**src/rtl/divider_arbiter.sv**
```systemverilog
// divider_arbiter: round-robin front end that shares one restoring-divider
// datapath between two requesters. It latches the winner's operands, pulses
// div_go, waits for div_done or a watchdog timeout, and returns the result
// with a one-cycle ack to whoever was granted.
module divider_arbiter #(
    parameter int WIDTH   = 4,
    parameter int TIMEOUT = 32
) (
    input  logic             clk,
    input  logic             reset,
    input  logic             req_a,
    input  logic             req_b,
    input  logic [WIDTH-1:0] dividend_a,
    input  logic [WIDTH-1:0] dividend_b,
    input  logic [WIDTH-1:0] divisor_a,
    input  logic [WIDTH-1:0] divisor_b,
    output logic             ack_a,
    output logic             ack_b,
    output logic [WIDTH-1:0] quotient,
    output logic [WIDTH-1:0] remainder,
    output logic             err,
    output logic             busy,
    output logic             div_go,
    output logic [WIDTH-1:0] div_dividend,
    output logic [WIDTH-1:0] div_divisor,
    input  logic             div_done,
    input  logic [WIDTH-1:0] div_quotient,
    input  logic [WIDTH-1:0] div_remainder
);

    typedef enum logic [1:0] {
        ST_IDLE,
        ST_ISSUE,
        ST_WAIT,
        ST_RESPOND
    } state_t;

    // Last WAIT cycle index before the watchdog forces completion.
    localparam logic [7:0] TIMEOUT_LAST = 8'(TIMEOUT - 1);

    state_t           state;
    logic             last_grant;   // 0 = A served last, 1 = B served last
    logic [7:0]       wd_count;

    logic             pick_b;
    logic [WIDTH-1:0] sel_dividend;
    logic [WIDTH-1:0] sel_divisor;

    // Round-robin choice: on contention serve whoever was not served last.
    always_comb begin
        pick_b = 1'b0;
        if (req_a && req_b) begin
            pick_b = ~last_grant;
        end else begin
            pick_b = req_b;
        end
        sel_dividend = pick_b ? dividend_b : dividend_a;
        sel_divisor  = pick_b ? divisor_b  : divisor_a;
    end

    // Sequencer FSM with every output registered; ack and go are one-cycle pulses.
    always_ff @(posedge clk) begin
        if (reset) begin
            state        <= ST_IDLE;
            last_grant   <= 1'b1;
            wd_count     <= '0;
            ack_a        <= 1'b0;
            ack_b        <= 1'b0;
            quotient     <= '0;
            remainder    <= '0;
            err          <= 1'b0;
            busy         <= 1'b0;
            div_go       <= 1'b0;
            div_dividend <= '0;
            div_divisor  <= '0;
        end else begin
            ack_a  <= 1'b0;
            ack_b  <= 1'b0;
            div_go <= 1'b0;
            case (state)
                ST_IDLE: begin
                    if (req_a || req_b) begin
                        last_grant   <= pick_b;
                        div_dividend <= sel_dividend;
                        div_divisor  <= sel_divisor;
                        busy         <= 1'b1;
                        if (sel_divisor == '0) begin
                            state     <= ST_RESPOND;
                            quotient  <= '1;
                            remainder <= sel_dividend;
                            err       <= 1'b1;
                            ack_a     <= ~pick_b;
                            ack_b     <= pick_b;
                        end else begin
                            state  <= ST_ISSUE;
                            div_go <= 1'b1;
                        end
                    end
                end
                ST_ISSUE: begin
                    wd_count <= '0;
                    state    <= ST_WAIT;
                end
                ST_WAIT: begin
                    wd_count <= wd_count + 8'd1;
                    if (div_done) begin
                        quotient  <= div_quotient;
                        remainder <= div_remainder;
                        err       <= 1'b0;
                        ack_a     <= ~last_grant;
                        ack_b     <= last_grant;
                        state     <= ST_RESPOND;
                    end else if (wd_count == TIMEOUT_LAST) begin
                        quotient  <= '0;
                        remainder <= '0;
                        err       <= 1'b1;
                        ack_a     <= ~last_grant;
                        ack_b     <= last_grant;
                        state     <= ST_RESPOND;
                    end
                end
                ST_RESPOND: begin
                    busy  <= 1'b0;
                    state <= ST_IDLE;
                end
                default: begin
                    state <= ST_IDLE;
                    busy  <= 1'b0;
                end
            endcase
        end
    end

endmodule
```
**config.mk**
```make
export PLATFORM = sky130hd
export DESIGN_NAME = divider_arbiter
export DESIGN_NICKNAME = d
export VERILOG_FILES = /design/src/rtl/divider_arbiter.sv
export SDC_FILE = /design/constraint.sdc
export NUM_CORES = 1
export LEC_CHECK = 0
export CELL_PAD_IN_SITES_DETAIL_PLACEMENT = 1
export CELL_PAD_IN_SITES_GLOBAL_PLACEMENT = 1
export CORE_MARGIN = 5
export CORE_UTILIZATION = 30
export DETAILED_ROUTE_END_ITERATION = 10
export HOLD_SLACK_MARGIN = 0.05
export PLACE_DENSITY = 0.82
export SLEW_MARGIN = 20
export SYNTH_ARGS = -nofsm -noshare
export SYNTH_HDL_FRONTEND = slang
export SYNTH_SLANG_ARGS = --single-unit
```
**constraint.sdc**
```tcl
create_clock -name clk -period 1.64 [get_ports clk]
set_input_delay 0.492 -clock clk [delete_from_list [all_inputs] [get_ports clk]]
set_output_delay 0.492 -clock clk [all_outputs]
set_load 0.02 [all_outputs]
```
Yosys cells after proc, flatten, opt, wreduce, memory -nomap -nowiden
Cells that the tools add are included.
W data, S select, Z words.
- add/sub/neg operators: 1
- equal/unequal tests: 7
- mux-type cells: 36
- bitwise logic cells: 4
- reduce and logical (&&, ||, !) cells: 12
- operators with widths (cell ; number):
    $mux W4 ; 9
    $pmux W4 S2 ; 2
    $pmux W8 S2 ; 1
    $mux W1 ; 15
    $add A8 B1 Y8 const B ; 1
    $eq A8 B5 Y1 const B ; 1
    $mux W2 ; 4
    $pmux W1 S2 ; 4
    $pmux W2 S4 ; 1
    $reduce_and A2 Y1 ; 3
    $reduce_bool A2 Y1 ; 3
    $eq A2 B2 Y1 const B ; 2
    $logic_not A4 Y1 ; 1
    $ne A2 B2 Y1 const B ; 2
    $not A1 Y1 ; 4
    $reduce_and A4 Y1 ; 1
    $ne A3 B3 Y1 const B ; 1
    $reduce_or A3 Y1 ; 1
    $eq A2 B1 Y1 const B ; 1
    $logic_not A2 Y1 ; 1
    $logic_and A1 B1 Y1 ; 1
    $logic_or A1 B1 Y1 ; 1
- flip-flop bits (word level): 32
- input bits: 29
- output and inout bits: 21

Longest topological paths before layout
- depth in word-level cells: 7
- gate-level depth with buffers: 9
- depth with buffers taken out: 7

Worst setup path before layout
Ideal clock, no wire load.
- path kind: input to register
- start point: in divisor_a[0]
- end point: reg state[1]
- library setup time: 0.070 ns
- arrival time: 1.635 ns
- required time: 1.570 ns
- slack: -0.066 ns
- cell stages on the path: 6
- path buffers: 1
- cells stage by stage: nor4_1 nand2b_1 and3_1 buf_6 or3_1 a21oi_1
- longest elaborated chain between the ends: 5
- RTL lines (item ; RTL line ; text):
    start, declared ; 15 ; input logic [WIDTH-1:0] divisor_a,
    $mux W4 ; 58 ; sel_divisor = pick_b ? divisor_b : divisor_a;
    $logic_not A4 Y1 ; 87 ; if (sel_divisor == '0) begin
    $mux W2 ; 87 ;
    $mux W2 ; 82 ; if (req_a || req_b) begin
    $pmux W2 S4 ; 80 ; case (state)
    end signal, assigned ; 88 ; state <= ST_RESPOND;
    end signal, assigned ; 95 ; state <= ST_ISSUE;
    end signal, assigned ; 102 ; state <= ST_WAIT;
    end, declared ; 41 ; state_t state;
Every way passes these cells. The select of a mux whose other input is x is not followed.
A chain may end at the register's enable or synchronous reset.

Final worst setup path
- start point: reg wd_count[7]
- end point: reg err
- longest elaborated chain between the ends: 3
- RTL lines (item ; RTL line ; text):
    start, declared ; 43 ; logic [7:0] wd_count;
    start signal, assigned ; 105 ; wd_count <= wd_count + 8'd1;
    $eq A8 B5 Y1 ; 113 ; end else if (wd_count == TIMEOUT_LAST) begin
    $ne A3 B3 Y1 (no source line) ; n/a ;
    $reduce_and A4 Y1 (no source line) ; n/a ;
    end signal, assigned ; 91 ; err <= 1'b1;
    end signal, assigned ; 109 ; err <= 1'b0;
    end signal, assigned ; 116 ; err <= 1'b1;
    end, declared ; 21 ; output logic err,
Every way passes these cells.

==> results.txt <==
- Count of inserted antenna diode cells: 0
- The first global-routing pass estimated 8.78 mm of wire.
* Num Clock Sinks: 32
- Vias in the first global route: 1857
- Total power consumption of the routed design: 4.45 mW
* Worst endpoint data arrival time: 1930 ps
- Type of the setup path with the least slack: flip-flop to flip-flop
* Setup WS pre-CTS: -664 ps
* Worst relative slew slack: a little over two thirds
* IR Drop Worst-Case VDD: 0.812 mV
- The mapped netlist covers approximately 1600 µm².
- When the netlist entered floorplanning its net count stood at 215.
* Skew final: ~3.7 ps
* Dpl cells: 327
* Setup slack of the critical path after layout: -65.9 ps
- Final standard cell count with taps included and fillers excluded: between 300 and 400
- Synth unique cells: 40
- Maximum fanout encountered on the critical timing path: 8
- Half-perimeter wire length after placement: 3.81 mm
- Total DRC errors in the routed layout: 0
- Maximum buffer depth of the clock tree: 2
- Across all layers, the routed design uses 1724 vias.
* Post-synth top area cell: dfxtp_1
- Buffers inserted to repair hold after CTS numbered 0.
- Critical path's slowest cell: or3_4
- ANT nets after route: 0
- Number of register bits inferred by synthesis: 32
- With fillers left out, the area of the finished cells amounts to approximately 2700 µm².
* Run status: finished, violations left
- Final critical-path required period: around 1700 ps
- Largest stage delay on the critical path: about 400 ps
* Number of antenna violations at the first check in global routing: 0
- Relative area change from synthesis to final layout: 70.7%
- Violations in the final reports: negative setup slack
* Yosys warning count: 0
- Cell Area, Placed: ~2400 µm²
- Entering global routing, the biggest net connects 18 pins.
- The worst setup path is launched from a flip-flop.
- Across the run, the number of max-cap violations was 0.
- Area inside the core boundary: 5070 µm²
- Class of the tightest hold or removal check: flip-flop to flip-flop
- Count of nets after finishing: 308
- Across every metal layer, demand over resource in global routing totals 17.1%.
- Portion of the clock cycle consumed by the worst path in the final layout: 104%
- Last weighted congestion value of the routability-driven placer: between 0.7 and 0.8
- Total congestion overflow: 0
- Num ports: 50
* Area of the die: ~6700 µm²
- TritonCTS built the clock tree.
- Layout cells sized above 1: 36.0%
- The final count of pins violating max slew was 0.
* Main synth FF type: dfxtp_1
- Number of clock buffers inserted by TritonCTS: 5
- Leakage power summed over all cells: approximately 1.2 nW
- CP most frequent cell: or3_4
- Total of endpoints with negative setup slack in the final report: 3
- Number of I/O port buffers: 49
- The critical path goes through or3_4, o21ai_4, o211ai_4, or3_4, a21oi_2.
- Worst-skew pair later-pin latency: between 200 and 300 ps
- STA puts the critical path data required time at 1860 ps.
- Via density per instance: 5.00
- Register area share after synthesis: 41.2%
- EDFF count, synth: 0
- For this configuration, the core starts out at a cell density of 30.7%.
- Based on the critical path, the design can be clocked at up to 586 MHz.
- In the synthesized netlist, the cells that appear most often are dfxtp_1 (32), nor2_1 (24), nand2_1 (16).
* Core Rows: 26
- The pre-antenna-repair detailed-routing pass consisted of 4 iterations.
- After clock tree synthesis, the clock-pin slew on the worst setup and hold paths is around 70 ps.
- Ranked by total cell area, the synthesized netlist is headed by dfxtp_1 (41%), nor2_1 (5.8%), mux2i_1 (5.1%), a21oi_1 (4.5%), o21ai_0 (4.5%).
- Ys async rst share: 0%
- At the pin with the least slew margin, the transition time is 443 ps.
- Post-synthesis instance total: 182
* Root buf cell: clkbuf_8
- Element type at the critical path end: flip-flop
- The final layout contains routed wiring with a total length of 5.58 mm.
* Fraction of post-synthesis cell area in the top cell type by area: 41.2%
* Die boundary height: about 82 µm
* Top-count cell post-synth: dfxtp_1
- Average footprint of a synthesized cell: 8.55 µm²
- CTS built an H-tree with a depth of 2.
* Final standard cell utilization of the core: between 50 and 60%
* Die width: approximately 80 µm
- Power density over the cells: between 1500 and 2000 nW/µm²
* Unrepaired setup endpoints after global routing: true
* Final Hold Violating Endpoints: 0
- For this block, the initial DRC count from the detailed router was 42.
- WL per Instance: 16.2 µm
## critical path, delay by kind of cell, from the launching register on
family / cells / cell delay, ps
AO/OA/AOI/OAI: 3 / 550
flip-flops: 1 / 320
AND/OR/NAND/NOR: 2 / 760
## worst paths after layout
check	start	endpoint	slack, ps	depth (start not counted)
hold reg to reg	quotient[0]	quotient[0]	480	2
setup / recovery	wd_count[7]	err	-70	5
setup reg to reg	wd_count[7]	err	-70	5
hold / removal	quotient[0]	quotient[0]	480	2
## sequential cells by signal, indices dropped and copies added, names as in the netlist
name          cells
ack_a             1
div_go            1
state             2
busy              1
err               1
div_dividend      4
last_grant        1
quotient          4
wd_count          8
ack_b             1
div_divisor       4
remainder         4
## report_power, final
| group | internal [mW] | switching (mW) |
|---|---|---|
| Clock | 0.288 | 0.297 |
| Combinational | 1.23 | 1.46 |
| Sequential | 1.03 | 0.141 |
## cell usage in the layout, fill, tap and decap left out, types with 3 or more instances in the layout
master	count
dfxtp_1	29
a211oi_1	8
buf_2	4
clkbuf_8	5
dfxtp_2	3
a21oi_2	4
o21ai_1	7
o21ai_0	4
clkdlybuf4s50_1	18
nor2_1	23
nor2b_1	5
xor2_1	4
nand2_2	3
nand2_1	13
mux2i_1	6
or3_4	3
dlygate4sd2_1	24
o21ai_2	3
buf_4	44
a21oi_1	10
o41ai_2	3
inv_1	3
a211o_1	3
nand4_1	4
## area by class of cell
| cell class | instances | area (µm²) |
|---|---|---|
| fill | 611 | 2420 |
| multi-input combinational | 137 | 1040 |
| timing repair buffer | 96 | 798 |
| sequential | 32 | 644 |
| tap | 70 | 87.6 |
| clock buffer | 6 | 72.6 |
| inverter | 3 | 11.3 |
| clock inverter | 1 | 5.00 |
## routing by layer
layer,part of all wire (%),global-route usage (%)
met2,54,31.5
met1,39,18.9
met4,2.7,7.31
met3,4.4,3.40
met5,0,0
## kinds of logic (layout without fill, tap and decap cells)
family,Yosys count,after routing,synth area share [%]
buffers and inverters,16,106,4.50
AND/OR/NAND/NOR,66,68,20.7
multiplexers,9,9,5.87
adder cells (fa/ha/maj),4,4,3.22
flip-flops,32,32,41.2
AO/OA/AOI/OAI,50,51,21.8
XOR/XNOR,5,5,2.81
## repair_timing
action,in CTS,in global routing
pin swaps,11,15
resized for setup,57,30
buffers inserted,6,3
setup endpoints to repair,41,22
cloned,3,0
## metrics by stage
stage	hold slack, ps	setup TNS, ps
6_report	479	-92.7
4_1_cts	494	0
3_5_place_dp	482	-10760
5_1_grt	514	-583
2_1_floorplan	458	0
3_3_place_gp	469	-8930
No activity file was read; power rests on OpenSTA's default activity.
